<file path="config.mk">
export PLATFORM = sky130hd
export DESIGN_NAME = nibble_serial_adder
export DESIGN_NICKNAME = d
export VERILOG_FILES = /design/src/rtl/nibble_adder_pkg.sv /design/src/rtl/nibble_serial_adder_cla4.sv /design/src/rtl/nibble_serial_adder.sv
export SDC_FILE = /design/constraint.sdc
export NUM_CORES = 1
export LEC_CHECK = 0
export ABC_AREA = 0
export CORE_MARGIN = 5
export CORE_UTILIZATION = 40
export DETAILED_ROUTE_END_ITERATION = 8
export PLACE_DENSITY = 0.75
export SYNTH_ARGS = -nofsm -noshare
export SYNTH_HDL_FRONTEND = slang
export SYNTH_SLANG_ARGS = --single-unit
</file>
<file path="constraint.sdc">
create_clock -name clk -period 3.4 [get_ports clk]
set_input_delay 0.68 -clock clk [delete_from_list [all_inputs] [get_ports clk]]
set_output_delay 0.68 -clock clk [all_outputs]
set_load 0.1 [all_outputs]
</file>
<file path="src/rtl/nibble_adder_pkg.sv">
// -----------------------------------------------------------------------------
// nibble_adder_pkg
// Shared constants and types for the nibble-serial adder.
//   NIBBLE_W : width of one digit handled per cycle by the serial datapath
//   state_e  : sequencing states of the serial adder (IDLE, RUN, DONE)
// -----------------------------------------------------------------------------
package nibble_adder_pkg;

  localparam int NIBBLE_W = 4;

  typedef enum logic [1:0] {
    IDLE = 2'd0,
    RUN  = 2'd1,
    DONE = 2'd2
  } state_e;

endpackage

</file>
<file path="src/rtl/nibble_serial_adder_cla4.sv">
// -----------------------------------------------------------------------------
// cla4
// Purely combinational 4-bit carry-lookahead adder.
// Ports:
//   a[3:0], b[3:0] : addend nibbles
//   cin            : carry into bit 0
//   s[3:0]         : sum nibble, (a + b + cin) mod 16
//   cout           : carry out of bit 3
// -----------------------------------------------------------------------------
module cla4 (
  input  logic [3:0] a,
  input  logic [3:0] b,
  input  logic       cin,
  output logic [3:0] s,
  output logic       cout
);

  logic [3:0] prop;
  logic [3:0] gen;
  logic [4:0] carry;

  // Every carry is expanded directly from generate/propagate terms and cin,
  // so no carry depends on the carry of the bit below it.
  always_comb begin
    prop     = a ^ b;
    gen      = a & b;
    carry[0] = cin;
    carry[1] = gen[0] | (prop[0] & cin);
    carry[2] = gen[1] | (prop[1] & gen[0]) | (prop[1] & prop[0] & cin);
    carry[3] = gen[2] | (prop[2] & gen[1]) | (prop[2] & prop[1] & gen[0])
             | (prop[2] & prop[1] & prop[0] & cin);
    carry[4] = gen[3] | (prop[3] & gen[2]) | (prop[3] & prop[2] & gen[1])
             | (prop[3] & prop[2] & prop[1] & gen[0])
             | (prop[3] & prop[2] & prop[1] & prop[0] & cin);
    s        = prop ^ carry[3:0];
    cout     = carry[4];
  end

endmodule

</file>
<file path="src/rtl/nibble_serial_adder.sv">
// -----------------------------------------------------------------------------
// nibble_serial_adder
// Adds two W-bit operands (W = 4*NIBBLES) one nibble per clock, LSB nibble
// first, through a single 4-bit carry-lookahead adder. Results are held
// until the consumer takes them.
// Ports:
//   clk       : rising-edge clock
//   reset     : synchronous active-high reset
//   in_valid  : a, b, cin are presented
//   in_ready  : high only while idle, operands are captured when both high
//   a, b      : W-bit operands (unsigned or two's complement)
//   cin       : carry into the least significant nibble
//   out_valid : sum, cout, overflow hold a result (DONE state)
//   out_ready : consumer accepts the result
//   sum       : (a + b + cin) mod 2^W
//   cout      : carry out of the most significant nibble
//   overflow  : signed overflow (carry into MSB xor carry out of MSB)
// -----------------------------------------------------------------------------
module nibble_serial_adder
  import nibble_adder_pkg::*;
#(
  parameter int NIBBLES = 4
) (
  input  logic                        clk,
  input  logic                        reset,
  input  logic                        in_valid,
  output logic                        in_ready,
  input  logic [NIBBLE_W*NIBBLES-1:0] a,
  input  logic [NIBBLE_W*NIBBLES-1:0] b,
  input  logic                        cin,
  output logic                        out_valid,
  input  logic                        out_ready,
  output logic [NIBBLE_W*NIBBLES-1:0] sum,
  output logic                        cout,
  output logic                        overflow
);

  localparam int W  = NIBBLE_W * NIBBLES;
  localparam int CW = (NIBBLES > 1) ? $clog2(NIBBLES) : 1;
  localparam logic [CW-1:0] LAST_IDX = CW'(NIBBLES - 1);

  state_e          state_q;
  logic [W-1:0]    aOp_q;
  logic [W-1:0]    bOp_q;
  logic [W-1:0]    sumWork_q;
  logic [W-1:0]    sumWork_d;
  logic            carry_q;
  logic [CW-1:0]   count_q;
  logic [W-1:0]    sum_q;
  logic            cout_q;
  logic            overflow_q;

  logic [NIBBLE_W-1:0] aNib;
  logic [NIBBLE_W-1:0] bNib;
  logic [NIBBLE_W-1:0] nibSum;
  logic                nibCout;
  logic                carryIntoMsb;

  // Select the operand nibbles for the current step and fold the freshly
  // computed nibble into the working sum. The carry into the top bit of the
  // word is recovered from the sum bit, since s = a ^ b ^ c at every bit;
  // it only matters on the final nibble.
  always_comb begin
    aNib         = aOp_q[int'(count_q) * NIBBLE_W +: NIBBLE_W];
    bNib         = bOp_q[int'(count_q) * NIBBLE_W +: NIBBLE_W];
    sumWork_d    = sumWork_q;
    sumWork_d[int'(count_q) * NIBBLE_W +: NIBBLE_W] = nibSum;
    carryIntoMsb = nibSum[NIBBLE_W-1] ^ aNib[NIBBLE_W-1] ^ bNib[NIBBLE_W-1];
  end

  cla4 u_cla4 (
    .a    (aNib),
    .b    (bNib),
    .cin  (carry_q),
    .s    (nibSum),
    .cout (nibCout)
  );

  // Sequencer and datapath registers. IDLE captures operands, RUN walks the
  // nibbles from LSB to MSB with the carry register as the only link between
  // nibbles, and DONE holds the published result until out_ready. The result
  // registers are written only on the RUN->DONE edge so they keep the last
  // result through IDLE and RUN. Leaving DONE never accepts new operands in
  // the same cycle. The counter stops at the last index rather than wrapping.
  always_ff @(posedge clk) begin
    if (reset) begin
      state_q    <= IDLE;
      aOp_q      <= '0;
      bOp_q      <= '0;
      sumWork_q  <= '0;
      carry_q    <= 1'b0;
      count_q    <= '0;
      sum_q      <= '0;
      cout_q     <= 1'b0;
      overflow_q <= 1'b0;
    end else begin
      case (state_q)
        IDLE: begin
          if (in_valid) begin
            aOp_q   <= a;
            bOp_q   <= b;
            carry_q <= cin;
            count_q <= '0;
            state_q <= RUN;
          end
        end
        RUN: begin
          sumWork_q <= sumWork_d;
          carry_q   <= nibCout;
          if (count_q == LAST_IDX) begin
            sum_q      <= sumWork_d;
            cout_q     <= nibCout;
            overflow_q <= nibCout ^ carryIntoMsb;
            state_q    <= DONE;
          end else begin
            count_q <= count_q + 1'b1;
          end
        end
        DONE: begin
          if (out_ready) begin
            state_q <= IDLE;
          end
        end
        default: begin
          state_q <= IDLE;
        end
      endcase
    end
  end

  // Handshake flags are pure decodes of the state register.
  always_comb begin
    in_ready  = (state_q == IDLE);
    out_valid = (state_q == DONE);
    sum       = sum_q;
    cout      = cout_q;
    overflow  = overflow_q;
  end

endmodule

</file>
# After elaboration in Yosys (flattened, before gate mapping)
# Cells that the tools add are included.
[word_totals] in_bits=37 out_inout_bits=20 regBits=71
[op_classes] add_sub_neg=2 n_eq_ne=7 reduce_logical=7 bitwise=32 shift=4 muxes=10
[ops] cell="$neg 4->33" count=1
[ops] cell="$shift 4x33->16 const A" count=1
[ops] cell="$shiftx 4x33->16" count=1
[ops] cell="$shiftx 16x5->4" count=2
[ops] cell="$and 1x1->1" count=16
[ops] cell="$bwmux 16" count=1
[ops] cell="$mux 2" count=5
[ops] cell="$or 1x1->1" count=10
[ops] cell="$xor 4x4->4" count=2
[ops] cell="$ne 2x2->1 const B" count=3
[ops] cell="$pmux 2 s3" count=1
[ops] cell="$reduce_and 2->1" count=3
[ops] cell="$reduce_and 3->1" count=2
[ops] cell="$and 4x4->4" count=1
[ops] cell="$eq 2x2->1 const B" count=2
[ops] cell="$pmux 2 s2" count=1
[ops] cell="$xor 1x1->1" count=3
[ops] cell="$add 2x1->2 const B" count=1
[ops] cell="$eq 2x1->1 const B" count=1
[ops] cell="$logic_not 2->1" count=1
[ops] cell="$ne 2x1->1 const B" count=1
[ops] cell="$pmux 1 s2" count=1
[ops] cell="$reduce_bool 2->1" count=1
[ops] cell="$mux 1" count=1

# Logic depth before layout (Yosys ltp)
[logic_depth] ltp_word=10 ltp_mapped=9

# Cells and area by module
# Synthesis repeated with hierarchy kept, for this count alone.
[hier_totals] cells_unflattened=366 hier_area_um2=3199.3
[modules_own_cells] module="nibble_serial_adder" cells_per_inst=349 seq_area_each_um2=1421.4 area_per_inst_um2=3051.7 instances=1
[modules_own_cells] module="cla4" cells_per_inst=17 seq_area_each_um2=0.0 area_per_inst_um2=147.6 instances=1

# Worst setup path after synthesis
# OpenSTA, ideal clock, no wires.
[synth_timing] path_kind="register -> register" from="register count_q[0]" to="register overflow_q, in the netlist overflow" arrival_ps=2607 period_less_slack_ps=2664 stages_incl_launch_ff=10 setup_slack_ps=736 path_cell_list="dfxtp_1 -> buf_6 -> mux4_2 -> ha_1 -> a41oi_2 -> o21ai_2 -> xor2_2 -> xnor3_1 -> o21ai_1 -> and2b_1"
[synth_via] elab_chain_len=10 word_cells_on_any_way=29 cone_classes="eq/ne (1); shift (2); bitwise (25); reduce/logical (1)"
[synth_rtl] item="from (decl)" line_no="nibble_serial_adder.sv:48" text="logic [CW-1:0] count_q;"
[synth_rtl] item="from (signal assigned)" line_no="nibble_serial_adder.sv:116" text="count_q <= count_q + 1'b1;"
[synth_rtl] item="$shiftx 16x5->4, on equally long branches" line_no="nibble_serial_adder.sv:64, nibble_serial_adder.sv:65"
[synth_rtl] item="$xor 4x4->4 / $and 4x4->4 (equally long branches)" line_no="nibble_serial_adder_cla4.sv:25, nibble_serial_adder_cla4.sv:26"
[synth_rtl] item="$and 1x1->1, on equally long branches" line_no="nibble_serial_adder_cla4.sv:30, nibble_serial_adder_cla4.sv:31"
[synth_rtl] item="$or 1x1->1 (tied with other cells)" line_no="nibble_serial_adder_cla4.sv:30" text="carry[3] = gen[2] | (prop[2] & gen[1]) | (prop[2] & prop[1] & gen[0])"
[synth_rtl] item="$or 1x1->1 / $and 1x1->1 (equally long branches)" line_no="nibble_serial_adder_cla4.sv:30, nibble_serial_adder_cla4.sv:31"
[synth_rtl] item="$or 1x1->1" line_no="nibble_serial_adder_cla4.sv:31" text="| (prop[2] & prop[1] & prop[0] & cin);"
[synth_rtl] item="$xor 4x4->4" line_no="nibble_serial_adder_cla4.sv:35" text="s = prop ^ carry[3:0];"
[synth_rtl] item="$xor 1x1->1 (2 in a row)" line_no="nibble_serial_adder.sv:68" text="carryIntoMsb = nibSum[NIBBLE_W-1] ^ aNib[NIBBLE_W-1] ^ bNib[NIBBLE_W-1];"
[synth_rtl] item="$xor 1x1->1" line_no="nibble_serial_adder.sv:113" text="overflow_q <= nibCout ^ carryIntoMsb;"
[synth_rtl] item="to (signal assigned)" line_no="nibble_serial_adder.sv:113"
[synth_rtl] item="to (decl)" line_no="nibble_serial_adder.sv:51" text="logic overflow_q;"
# Several ways; a longest one is shown, not always the timed one.
# A chain may end at the register's enable or synchronous reset.

# Worst setup path after layout
# Ends and elaborated chain as after synthesis.

==> impl_metrics.py <==
metrics = {
    "cts": {
        "cts_setup_buffers": 0,
        "cts.path.max_buffers": 2,
        "postCtsResizedCells": 0,
        "cts.reportedPaths.clkPinSlew_ps": 70,
        "cts.sinks": 71,
        "clock_latency_ps": 340,
        "cts_tree": "built",
        "cts_buffers": 9,
        "clockRootBuffer": "clkbuf_8",
        "ctsHoldBuffers": 0,
        "htree_num_levels": 3,
    },
    "yosys": {
        "synth_ff_type": "dfxtp_1",
        "synth_top_cell_by_area": "dfxtp_1",
        "ys_warn_count": 0,
        "synth_common_cells": "nand2_1 (75), dfxtp_1 (71), a21oi_1 (41)",
        "yosys.area.top_type_share_pct": 46.4,
        "async_reset_ff_share_pct": 0,
        "syn_area_mm2": 0.00306,
        "syn-num-nets": 395,
        "avgSynthCellArea_um2": 8.86,
        "synth_cell_types": 32,
        "synth_edf_count": 0,
        "yosysMostFrequentCell": "nand2_1",
        "ys_ff_latch": 71,
        "synth_seq_area_share_pct": 46.4,
        "synthTopCellsByArea": "dfxtp_1 (46%), nand2_1 (9.2%), a21oi_1 (6.7%)",
        "synth_cells": 346,
    },
    "setup_path": {
        "worstPathArrival_ps": 3140,
        "cp_slowest_cell": "mux4_2",
        "worst_ep_required_time_ps": 3690,
        "slowest_delay_ps": 570,
        "cp_num_buf_inv": 0,
        "reg2reg_depth": 8,
        "r2r_start": "count_q[0]$_SDFFE_PP0P_",
        "path_delay_family": "XOR/XNOR gates",
        "path_cells": "mux4_2 -> ha_1 -> a21oi_1 -> o21ai_2 -> xor2_2 -> xnor3_1 -> o21ai_1 -> and2b_1",
        "reg2reg_slack_ps": 550,
        "end_kind": "register",
        "crit_type": "register to register",
        "reg2reg_to": "overflow$_SDFFE_PP0P_",
        "cp-start-kind": "register",
        "cp_max_fo": 7,
    },
    "detailed_routing": {
        "route.vias.total": 2583,
        "route.detailed.drc": 0,
        "wl_mm": 6.84,
        "wl_per_cell_um": 13.6,
        "drt-vias-per-instance": 5.13,
        "initialDrtViolationCount": 84,
        "drtAntennaViolNets": 0,
        "firstDrtPassIters": 4,
    },
    "placed_design": {
        "pre_cts_ws_ps": 536,
        "io_buffer_count": 56,
        "dpl_cell_area_mm2": 0.00365,
        "place.gp.congestion": 0.815,
        "place_hpwl_mm": 5.12,
    },
    "power": {
        "leakagePower_nw": 1.45,
        "swShare_pct": 25.7,
        "power_frac_comb_pct": 15.0,
        "intPower_mw": 1.35,
        "power_density_mw_per_mm2": 473,
        "p_seq_share_pct": 49.5,
        "vdd_drop_max_mv": 0.290,
        "p_total_mw": 1.81,
        "p_clk_share_pct": 35.5,
        "p_sw_mw": 0.466,
    },
    "min_path": {
        "hold_end": "aOp_q[11]$_SDFFE_PP0P_",
        "min_path_cells": 2,
        "min_from": "aOp_q[11]$_SDFFE_PP0P_",
        "min_path_type": "register to register",
    },
    "floorplan": {
        "ioPinCount": 57,
        "initial_core_util_pct": 40.3,
        "die_x_um": 97.5,
        "die_y_um": 97.5,
        "die_area_mm2": 0.00951,
        "rows": 32,
        "core_mm2": 0.00761,
    },
    "sta": {
        "timing.final.crit_share_pct": 84.0,
        "final_hold_viol_count": 0,
        "slew-limit-headroom_pct": 41.3,
        "max_freq_ghz": 0.350,
        "finalWorstSetupSlack_ps": 545,
        "min_period_ps": 2850,
        "fin_skew_ps": 7.93,
        "maxSlewViolCount": 0,
        "setup_violations": 0,
        "worstMarginPinSlew_ps": 881,
        "grt_setup_unrepaired": "no",
        "setup_tns_ps": 0,
    },
    "global_route": {
        "grt_max_degree": 49,
        "antenna_found_initial": 0,
        "overflow": 0,
        "first_global_vias": 2421,
        "grtUsageTotal_pct": 14.9,
        "grt_pass1_wl_mm": 11.7,
    },
    "run_status": {
        "status": "complete, no violations",
    },
    "job": {
        "drv_cap": 0,
    },
    "layout": {
        "area_delta_synth_final_pct": 25.2,
        "drive_gt1_share_pct": 13.2,
        "finalNetCount": 446,
        "antenna_cells": 0,
        "postLayoutCellArea_mm2": 0.00384,
    },
}
tightest hold or removal path, stage by stage, from the launching register on:
cell	delay, ps
dfxtp_1	310
nand2_1	50
a21oi_1	50
cell usage in the layout, fill, tap and decap left out, drive strengths merged, types with 2 or more instances in the layout:
cell and instances:
buf 28, clkbuf 12, o21ai 6, dfxtp 71, a211oi 26, xnor2 2, nor2b 2, nand2 75
nor3 7, mux4 8, clkinv 3, nand2b 2, and2 3, a221oi 4, inv 7, clkdlybuf4s50 35
xor2 2, nor2 35, ha 11, a22oi 13, a21oi 41
stage by stage:
step | std cells | utilization, % | hold WS [ps]
final | 504 | 50.4 | 458
after detailed placement | 488 | 47.9 | 449
after floorplan | 346 | - | 433
after global routing | 504 | 50.4 | 470
after CTS | 504 | 50.4 | 459
after global placement | 488 | 47.9 | 444
registers in the layout, summed over array words and instances (netlist names):
register and cells:
count_q 2, sumWork_q 16, aOp_q 16, bOp_q 16, sum 16, overflow 1, state_q 2, cout 1
carry_q 1
worst max-delay path by stage:
| stage | start | endpoint | slack (ps) | depth (start not counted) |
|---|---|---|---|---|
| 2_1_floorplan | count_q[0]$_SDFFE_PP0P_ | overflow$_SDFFE_PP0P_ | 740 | 9 |
| 3_5_place_dp | count_q[0]$_SDFFE_PP0P_ | overflow$_SDFFE_PP0P_ | 540 | 8 |
| 5_1_grt | count_q[0]$_SDFFE_PP0P_ | overflow$_SDFFE_PP0P_ | 360 | 8 |
| 6_report | count_q[0]$_SDFFE_PP0P_ | overflow$_SDFFE_PP0P_ | 550 | 8 |
| 3_3_place_gp | count_q[0]$_SDFFE_PP0P_ | overflow$_SDFFE_PP0P_ | 710 | 8 |
| 4_1_cts | count_q[0]$_SDFFE_PP0P_ | overflow$_SDFFE_PP0P_ | 520 | 8 |
metal layers:
metal / vias to the layer above / track usage [%] / routed length (µm)
li1: 1315 / - / -
met1: 1182 / 19.6 / 3140
met2: 76 / 23.1 / 3150
met3: 10 / 5.10 / 461
met4: 0 / 4.69 / 87
met5: - / 0 / 0
cell families (layout without fill, tap and decap cells):
kind of cell               after synthesis  in the layout  share of synthesized area, %
and+or+nand+nor                        128            128                          17.0
xor gates and xnor gates                 5              5                          2.12
adders and majority gates               12             12                          5.14
AOI/OAI and AO/OA                       92             92                          19.3
buffers and inverters                   30             86                          4.21
muxes                                    8              8                          5.88
DFF                                     71             71                          46.4
power by group through the flow:
| stage | logic (mW) | clock network [mW] | registers [mW] |
|---|---|---|---|
| final | 0.271 | 0.644 | 0.898 |
| after global routing | 0.298 | 0.702 | 0.902 |
| after floorplan | 0.184 | 0 | 0.911 |
| after global placement | 0.262 | 0 | 0.916 |
| after detailed placement | 0.270 | 0 | 0.917 |
| after CTS | 0.272 | 0.660 | 0.898 |
cell type report:
type | count | area, µm²
clock buffers | 12 | 145
clock inverters | 4 | 45.0
inverters | 7 | 26.3
repair buffers | 63 | 558
well taps | 102 | 128
fillers | 718 | 3770
multi-input cells | 245 | 1510
flip-flops and latches | 71 | 1420
Note: power is estimated with default switching activity, not from simulation.
